`src/rtl/gray_sobel_px_source_pkg.sv`:
```
// Shared definitions for the gray/sobel pixel-source stage.
//   DEF_PX_W   : pixel width fed to top_gray_sobel
//   DEF_LFSR_W : LFSR / seed / stop-code width (multiple of 8)
//   DEF_TAPS   : default Galois feedback mask
//   DEF_RATE_W : pacing interval width
//   DEF_CNT_W  : emitted-pixel counter width
//   gen_state_t: test-pattern generator states, also exported for debug
package gray_sobel_px_source_pkg;

  localparam int          DEF_PX_W   = 24;
  localparam int          DEF_LFSR_W = 16;
  localparam logic [15:0] DEF_TAPS   = 16'hB400;
  localparam int          DEF_RATE_W = 4;
  localparam int          DEF_CNT_W  = 20;

  typedef enum logic [1:0] {
    GEN_IDLE = 2'd0,
    GEN_RUN  = 2'd1,
    GEN_DONE = 2'd2
  } gen_state_t;

endpackage

```
`src/rtl/gray_sobel_px_source_if.sv`:
```
// Pixel stream bundle: a data word plus a one-cycle valid strobe.
//   px     : pixel data
//   px_rdy : px is valid this cycle
// Handshake semantics: there is no back-pressure. The master asserts px_rdy
// for exactly one cycle per pixel and the slave must take px in that cycle;
// px is only meaningful while px_rdy is high (the source stage additionally
// holds it stable between strobes).
interface gray_sobel_px_source_if
  import gray_sobel_px_source_pkg::*;
#(
  parameter int PX_W = DEF_PX_W
);
  logic [PX_W-1:0] px;
  logic            px_rdy;

  modport master (output px, output px_rdy);
  modport slave  (input  px, input  px_rdy);
endinterface

```
`src/rtl/gray_sobel_px_source_lfsr_galois.sv`:
```
// Galois LFSR used as test-pattern generator.
//   clk_i, nreset_i : clock, asynchronous active-low reset
//   load_i          : load seed_i (a zero seed is replaced by 1, since the
//                     all-zero state would lock up)
//   seed_i          : seed value
//   step_i          : advance one position (ignored while load_i is high)
//   lfsr_o          : current LFSR state
module gray_sobel_px_source_lfsr_galois #(
  parameter int             W    = 16,
  parameter logic [W-1:0]   TAPS = 16'hB400
) (
  input  logic         clk_i,
  input  logic         nreset_i,
  input  logic         load_i,
  input  logic [W-1:0] seed_i,
  input  logic         step_i,
  output logic [W-1:0] lfsr_o
);

  logic [W-1:0] lfsr_q;
  logic [W-1:0] lfsr_d;

  always_comb begin
    lfsr_d = lfsr_q;
    if (load_i) begin
      lfsr_d = (seed_i == '0) ? W'(1) : seed_i;
    end else if (step_i) begin
      lfsr_d = lfsr_q[0] ? ((lfsr_q >> 1) ^ TAPS) : (lfsr_q >> 1);
    end
  end

  always_ff @(posedge clk_i or negedge nreset_i) begin
    if (!nreset_i) begin
      lfsr_q <= '0;
    end else begin
      lfsr_q <= lfsr_d;
    end
  end

  assign lfsr_o = lfsr_q;

endmodule

```
`src/rtl/gray_sobel_px_source.sv`:
```
// Pixel-source stage in front of top_gray_sobel. Chooses between the SPI
// pixel stream and an internal Galois LFSR test pattern. Seed and stop code
// are loaded byte-serially, MSB first (seed bytes, then stop-code bytes).
//   clk_i, nreset_i : clock, asynchronous active-low reset
//   select_input_i  : 0 = SPI path, 1 = LFSR path
//   cfg_byte_i      : configuration byte
//   cfg_valid_i     : cfg_byte_i valid strobe (ignored while running)
//   start_i         : launch an LFSR run
//   rate_i          : LFSR path emits one pixel every rate_i+1 cycles
//   spi_i           : pixel stream from spi_control (slave)
//   px_o            : pixel stream to top_gray_sobel (master)
//   cfg_done_o      : seed and stop code fully loaded
//   lfsr_busy_o     : generator running
//   lfsr_done_o     : generator reached the stop code
//   px_cnt_o        : pixels emitted by the current/last run, saturating
//   state_o         : generator state, for debug
module gray_sobel_px_source
  import gray_sobel_px_source_pkg::*;
#(
  parameter int                PX_W   = DEF_PX_W,
  parameter int                LFSR_W = DEF_LFSR_W,
  parameter logic [LFSR_W-1:0] TAPS   = LFSR_W'(DEF_TAPS),
  parameter int                RATE_W = DEF_RATE_W,
  parameter int                CNT_W  = DEF_CNT_W
) (
  input  logic                  clk_i,
  input  logic                  nreset_i,
  input  logic                  select_input_i,
  input  logic [7:0]            cfg_byte_i,
  input  logic                  cfg_valid_i,
  input  logic                  start_i,
  input  logic [RATE_W-1:0]     rate_i,
  gray_sobel_px_source_if.slave  spi_i,
  gray_sobel_px_source_if.master px_o,
  output logic                  cfg_done_o,
  output logic                  lfsr_busy_o,
  output logic                  lfsr_done_o,
  output logic [CNT_W-1:0]      px_cnt_o,
  output gen_state_t            state_o
);

  localparam int NB    = 2 * LFSR_W / 8;
  localparam int IDX_W = (NB > 1) ? $clog2(NB) : 1;
  localparam logic [IDX_W-1:0] IDX_LAST = IDX_W'(NB - 1);
  localparam logic [IDX_W-1:0] IDX_HALF = IDX_W'(NB / 2);

  // ---------------------------------------------------------------- state
  gen_state_t         state_q,     state_d;
  logic [IDX_W-1:0]   byte_idx_q,  byte_idx_d;
  logic [LFSR_W-1:0]  seed_q,      seed_d;
  logic [LFSR_W-1:0]  stop_q,      stop_d;
  logic               cfg_done_q,  cfg_done_d;
  logic [RATE_W-1:0]  rate_cap_q,  rate_cap_d;
  logic [RATE_W-1:0]  pace_q,      pace_d;
  logic [CNT_W-1:0]   cnt_q,       cnt_d;
  logic [PX_W-1:0]    px_q,        px_d;
  logic               px_rdy_q,    px_rdy_d;
  logic               busy_q;
  logic               done_q;

  logic               cfg_accept;
  logic               lfsr_load;
  logic               lfsr_step;
  logic               emit;
  logic [LFSR_W-1:0]  lfsr_w;
  logic [PX_W-1:0]    lfsr_px;

  gray_sobel_px_source_lfsr_galois #(
    .W    (LFSR_W),
    .TAPS (TAPS)
  ) u_lfsr (
    .clk_i    (clk_i),
    .nreset_i (nreset_i),
    .load_i   (lfsr_load),
    .seed_i   (seed_q),
    .step_i   (lfsr_step),
    .lfsr_o   (lfsr_w)
  );

  // Pixel image of the LFSR: the LFSR word repeated from bit 0 upward,
  // truncated to the pixel width.
  always_comb begin
    lfsr_px = '0;
    for (int i = 0; i < PX_W; i++) begin
      lfsr_px[i] = lfsr_w[i % LFSR_W];
    end
  end

  // ---------------------------------------------------------------- loader
  // After a completed load the index is already back at 0, so a new byte
  // simply starts the next load and drops cfg_done.
  assign cfg_accept = cfg_valid_i && (state_q != GEN_RUN);

  always_comb begin
    byte_idx_d = byte_idx_q;
    seed_d     = seed_q;
    stop_d     = stop_q;
    cfg_done_d = cfg_done_q;
    if (cfg_accept) begin
      if (byte_idx_q < IDX_HALF) begin
        seed_d = (seed_q << 8) | LFSR_W'(cfg_byte_i);
      end else begin
        stop_d = (stop_q << 8) | LFSR_W'(cfg_byte_i);
      end
      if (byte_idx_q == IDX_LAST) begin
        byte_idx_d = '0;
        cfg_done_d = 1'b1;
      end else begin
        byte_idx_d = byte_idx_q + 1'b1;
        cfg_done_d = 1'b0;
      end
    end
  end

  // ---------------------------------------------------------------- generator FSM
  always_comb begin
    state_d    = state_q;
    rate_cap_d = rate_cap_q;
    pace_d     = pace_q;
    cnt_d      = cnt_q;
    lfsr_load  = 1'b0;
    lfsr_step  = 1'b0;
    emit       = 1'b0;
    case (state_q)
      GEN_IDLE: begin
        if (start_i && cfg_done_q && select_input_i) begin
          state_d    = GEN_RUN;
          lfsr_load  = 1'b1;
          pace_d     = '0;
          cnt_d      = '0;
          rate_cap_d = rate_i;
        end
      end
      GEN_RUN: begin
        if (!select_input_i) begin
          state_d = GEN_IDLE;
        end else if (pace_q == '0) begin
          // Current LFSR value goes out, then the LFSR advances.
          emit      = 1'b1;
          lfsr_step = 1'b1;
          pace_d    = rate_cap_q;
          cnt_d     = (cnt_q == '1) ? cnt_q : cnt_q + 1'b1;
          if (lfsr_w == stop_q) begin
            state_d = GEN_DONE;
          end
        end else begin
          pace_d = pace_q - 1'b1;
        end
      end
      GEN_DONE: begin
        if (!select_input_i || cfg_valid_i) begin
          state_d = GEN_IDLE;
        end else if (start_i) begin
          state_d    = GEN_RUN;
          lfsr_load  = 1'b1;
          pace_d     = '0;
          cnt_d      = '0;
          rate_cap_d = rate_i;
        end
      end
      default: begin
        state_d = GEN_IDLE;
      end
    endcase
  end

  // ---------------------------------------------------------------- output mux
  // SPI strobes only pass while the SPI path is selected; px holds between
  // strobes on either path.
  always_comb begin
    px_d     = px_q;
    px_rdy_d = 1'b0;
    if (!select_input_i) begin
      px_rdy_d = spi_i.px_rdy;
      if (spi_i.px_rdy) begin
        px_d = spi_i.px;
      end
    end else if (emit) begin
      px_rdy_d = 1'b1;
      px_d     = lfsr_px;
    end
  end

  // ---------------------------------------------------------------- registers
  always_ff @(posedge clk_i or negedge nreset_i) begin
    if (!nreset_i) begin
      state_q    <= GEN_IDLE;
      byte_idx_q <= '0;
      seed_q     <= '0;
      stop_q     <= '0;
      cfg_done_q <= 1'b0;
      rate_cap_q <= '0;
      pace_q     <= '0;
      cnt_q      <= '0;
      px_q       <= '0;
      px_rdy_q   <= 1'b0;
      busy_q     <= 1'b0;
      done_q     <= 1'b0;
    end else begin
      state_q    <= state_d;
      byte_idx_q <= byte_idx_d;
      seed_q     <= seed_d;
      stop_q     <= stop_d;
      cfg_done_q <= cfg_done_d;
      rate_cap_q <= rate_cap_d;
      pace_q     <= pace_d;
      cnt_q      <= cnt_d;
      px_q       <= px_d;
      px_rdy_q   <= px_rdy_d;
      busy_q     <= (state_d == GEN_RUN);
      done_q     <= (state_d == GEN_DONE);
    end
  end

  assign px_o.px     = px_q;
  assign px_o.px_rdy = px_rdy_q;
  assign cfg_done_o  = cfg_done_q;
  assign lfsr_busy_o = busy_q;
  assign lfsr_done_o = done_q;
  assign px_cnt_o    = cnt_q;
  assign state_o     = state_q;

endmodule

```
`src/flat_wrapper.sv`:
```
// flat-port wrapper written by rule: the top's interface ports become plain ports
module gray_sobel_px_source_flat import gray_sobel_px_source_pkg::*;
#(
  parameter int                PX_W   = DEF_PX_W,
  parameter int                LFSR_W = DEF_LFSR_W,
  parameter logic [LFSR_W-1:0] TAPS   = LFSR_W'(DEF_TAPS),
  parameter int                RATE_W = DEF_RATE_W,
  parameter int                CNT_W  = DEF_CNT_W
)
  (clk_i, nreset_i, select_input_i, cfg_byte_i, cfg_valid_i, start_i, rate_i, cfg_done_o, lfsr_busy_o, lfsr_done_o, px_cnt_o, state_o, spi_i_px, spi_i_px_rdy, px_o_px, px_o_px_rdy);
  gray_sobel_px_source_if #(.PX_W(PX_W)) spi_i_i ();
  gray_sobel_px_source_if #(.PX_W(PX_W)) px_o_i ();
  input  logic clk_i;
  input  logic nreset_i;
  input  logic select_input_i;
  input  logic [7:0] cfg_byte_i;
  input  logic cfg_valid_i;
  input  logic start_i;
  input  logic [RATE_W-1:0] rate_i;
  output logic cfg_done_o;
  output logic lfsr_busy_o;
  output logic lfsr_done_o;
  output logic [CNT_W-1:0] px_cnt_o;
  output gen_state_t state_o;
  input wire logic [$bits(spi_i_i.px)-1:0] spi_i_px;
  input wire logic [$bits(spi_i_i.px_rdy)-1:0] spi_i_px_rdy;
  output wire logic [$bits(px_o_i.px)-1:0] px_o_px;
  output wire logic [$bits(px_o_i.px_rdy)-1:0] px_o_px_rdy;
  assign spi_i_i.px = spi_i_px;
  assign spi_i_i.px_rdy = spi_i_px_rdy;
  assign px_o_px = px_o_i.px;
  assign px_o_px_rdy = px_o_i.px_rdy;
  gray_sobel_px_source #(.PX_W(PX_W), .LFSR_W(LFSR_W), .TAPS(TAPS), .RATE_W(RATE_W), .CNT_W(CNT_W)) u_core (.clk_i(clk_i), .nreset_i(nreset_i), .select_input_i(select_input_i), .cfg_byte_i(cfg_byte_i), .cfg_valid_i(cfg_valid_i), .start_i(start_i), .rate_i(rate_i), .spi_i(spi_i_i), .px_o(px_o_i), .cfg_done_o(cfg_done_o), .lfsr_busy_o(lfsr_busy_o), .lfsr_done_o(lfsr_done_o), .px_cnt_o(px_cnt_o), .state_o(state_o));
endmodule
```
`config.mk`:
```
export PLATFORM = sky130hd
export DESIGN_NAME = gray_sobel_px_source_flat
export DESIGN_NICKNAME = d
export VERILOG_FILES = /design/src/rtl/gray_sobel_px_source_pkg.sv /design/src/rtl/gray_sobel_px_source_if.sv /design/src/rtl/gray_sobel_px_source_lfsr_galois.sv /design/src/rtl/gray_sobel_px_source.sv /design/src/flat_wrapper.sv
export SDC_FILE = /design/constraint.sdc
export NUM_CORES = 1
export LEC_CHECK = 0
export ABC_AREA = 1
export CAP_MARGIN = 25
export CORE_MARGIN = 1
export CORE_UTILIZATION = 58
export DETAILED_ROUTE_END_ITERATION = 7
export PLACE_DENSITY_LB_ADDON = 0.25
export SLEW_MARGIN = 20
export SYNTH_ARGS = -nofsm -noshare
export SYNTH_HDL_FRONTEND = slang
export SYNTH_SLANG_ARGS = --single-unit
export TNS_END_PERCENT = 100
```
`constraint.sdc`:
```
create_clock -name clk_i -period 3.6 [get_ports clk_i]
set_clock_uncertainty 0.1 [all_clocks]
set_input_delay 0.72 -clock clk_i [delete_from_list [all_inputs] [get_ports clk_i]]
set_output_delay 0.72 -clock clk_i [all_outputs]
set_load 0.01 [all_outputs]
```
==> impl_metrics.ini <==
[run_status]
run_status = finished, final reports clean

[grt]
grt_pass1_wl_microns = 21300
grt_pass1_vias = 4458
grt_util_all_layers = 0.272
grt_max_degree = 59
antenna_found_initial = 0
gr-total-overflow = 0

[clock_tree]
clk_path_buf_depth = 2
cts_htree_levels = 3
cts_setup_buffers = 0
clk_latency_ns = 0.37
cts_tree = done
cts.sink_count = 108
numCtsBuffers = 9
hold_buffers = 0
clk_pin_slew_ns = 0.10
postCtsResizedCells = 0
root_buffer = clkbuf_8

[setup_path]
crit_path_start = select_input_i
critPathLaunchType = input port
path_cells = clkdlybuf4s50_1, buf_4, inv_2, a21oi_4, nand3_4, nand2_1, o21ai_2
slowest_stage = clkdlybuf4s50_1
end_kind = register
crit_fanout = 40
critPathKind = input port to register
max_stage_delay_ns = 0.60
cp.required_ns = 3.73
arrival_ns = 2.75
reg2reg_from = u_core.px_cnt_o[0]

[timing]
slew_headroom = 0.515
min_period_over_period = 0.728
fin_crit_ns = 2.62
hold_viol_final = 0
maxSlewViolCount = 0
fmax_mhz = 382
setup_viol_count_final = 0
whs_ns = 0.268
fin_ws_ns = 0.981
setup-tns-final_ns = 0
rsz0062_at_grt = no
tightest_slew_ns = 0.727

[cells_and_area]
fillCellCount = 735
diodes = 0
drive_gt1_frac = 0.113
fin_area_sq_mm = 0.00678
fin_cells = 915
final_cell_mix = 228 x nand2_1, 108 x dfrtp_1, 90 x clkdlybuf4s50_1, 66 x nor2_1, 63 x inv_1
final_common_cell = nand2_1
finalNetCount = 827
syn2layout_area_growth_pct = 20.1

[drt]
drt_pass1_iterations = 5
ant_nets = 0
drt-initial-drc-count = 263
routedWlPerCell_microns = 14.3
viasPerCell = 5.46
dr_total_vias = 4999
drc = 0
wirelength_microns = 13000

[power_and_ir_drop]
p_per_area_mw_per_mm2 = 672
vdd_drop_max_mv = 0.377
leakagePower_nw = 3.07

[yosys]
syn-num-nets = 747
syn_area_per_cell_sq_um = 8.03
yosysWarnings = 0
ys.flop_type = dfrtp_1
ys_ff_latch = 108
synth_edf_count = 0
syn_area_sq_mm = 0.00564
netlist_instances = 702
seq_area_frac_synth = 0.479
synthArstFlopShare = 1.00
ys_types = 38

[worst_hold_path]
hold_path.class = input port to async pin

[floorplanning]
die_width_microns = 101
die_h_microns = 101
initial_core_util = 0.605
dieArea_sq_mm = 0.0101
placementRows = 35
core_area_sq_mm = 0.00933
io_pins = 92

[placement]
place_area_sq_mm = 0.00656
io_buffers = 91
place.gp.congestion = 0.885
dp_cells = 899
dpl_worst_slack_ns = 0.679
hpwl_microns = 9400

[run]
maxCapViolCount = 0
cell usage after synthesis (3+ instances only):
cell type,count,area (sq um)
buf_6,10,113
o21ai_1,11,55.1
a31oi_1,25,156
dfrtp_1,108,2700
ha_1,3,37.5
o22ai_1,3,18.8
xnor2_1,3,26.3
inv_2,7,26.3
nand2_1,228,856
xor2_1,6,52.6
buf_2,8,40.0
inv_1,63,236
o21ai_2,36,315
o211ai_1,3,22.5
a21oi_1,5,25.0
nand4_1,11,68.8
clkbuf_1,7,26.3
a22oi_1,3,22.5
o21ai_0,38,190
nand3_1,28,140
or2_2,9,56.3
nor2_1,66,248
area by class of cell:
type | count | area [sq um] | share of cell area
Timing Repair Buffer | 96 | 966 | 0.143
Multi-Input combinational cell | 495 | 2470 | 0.365
Sequential cell | 108 | 2700 | 0.399
Tap cell | 129 | 161 | 0.0238
Clock buffer | 12 | 155 | 0.0229
Clock inverter | 3 | 46.3 | 0.00683
Inverter | 72 | 274 | 0.0404
registers in the layout, indices dropped and copies added (netlist names):
register              cells
u_core.u_lfsr.lfsr_o     16
u_core.pace_q             4
u_core.lfsr_busy_o        1
u_core.stop_q            16
u_core.lfsr_done_o        1
u_core.px_o.px           24
u_core.seed_q            16
u_core.state_o            2
u_core.rate_cap_q         4
u_core.px_cnt_o          20
u_core.cfg_done_o         1
u_core.byte_idx_q         2
u_core.px_o.px_rdy        1
worst max-delay path, delay by kind of cell:
kind | cells | cell delay, ns
buf+inv | 3 | 0.95
simple gates | 2 | 0.75
compound gates | 2 | 0.32
metal layers:
layer / GRT usage / vias to the layer above / share of wire
met1: 0.378 / 2379 / 0.44
met4: 0.0948 / 0 / 0.015
met2: 0.440 / 174 / 0.49
met5: 0 / - / 0
met3: 0.0381 / 19 / 0.055
li1: - / 2427 / -
where the power goes:
group	switching [mW]	internal, mW	leakage, nW
Sequential	0.371	1.65	1.35
Clock	0.401	0.358	0.0987
Combinational	1.02	0.752	1.62
metrics by stage:
step	util	power, mW
3_5_place_dp	0.703	3.78
2_1_floorplan	-	3.17
5_1_grt	0.726	4.86
4_1_cts	0.725	4.56
3_3_place_gp	0.703	3.69
6_report	0.726	4.55
final timing paths:
kind	to	slack (ns)	cells past startpoint
hold / removal	u_core.px_o.px[22]	0.27	1
setup / recovery	u_core.px_cnt_o[2]	0.98	7
min in group clk_i	u_core.rate_cap_q[2]	0.38	2
setup reg to reg	u_core.px_cnt_o[2]	1.05	9
hold reg to reg	u_core.rate_cap_q[2]	0.38	2
max in group asynchronous	u_core.u_lfsr.lfsr_o[1]	2.39	2
logic make-up (layout without fill, tap and decap cells):
| group | count (synthesis) | after routing | share of synthesized area |
|---|---|---|---|
| AND/OR/NAND/NOR | 354 | 354 | 0.265 |
| AO/OA/AOI/OAI | 128 | 128 | 0.150 |
| flip-flops | 108 | 108 | 0.479 |
| buffers and inverters | 99 | 183 | 0.0830 |
| XOR/XNOR | 9 | 9 | 0.0140 |
| adder cells (fa/ha/maj) | 3 | 3 | 0.00666 |
| multiplexers | 1 | 1 | 0.00200 |
Note: power is estimated with default switching activity, not from simulation.
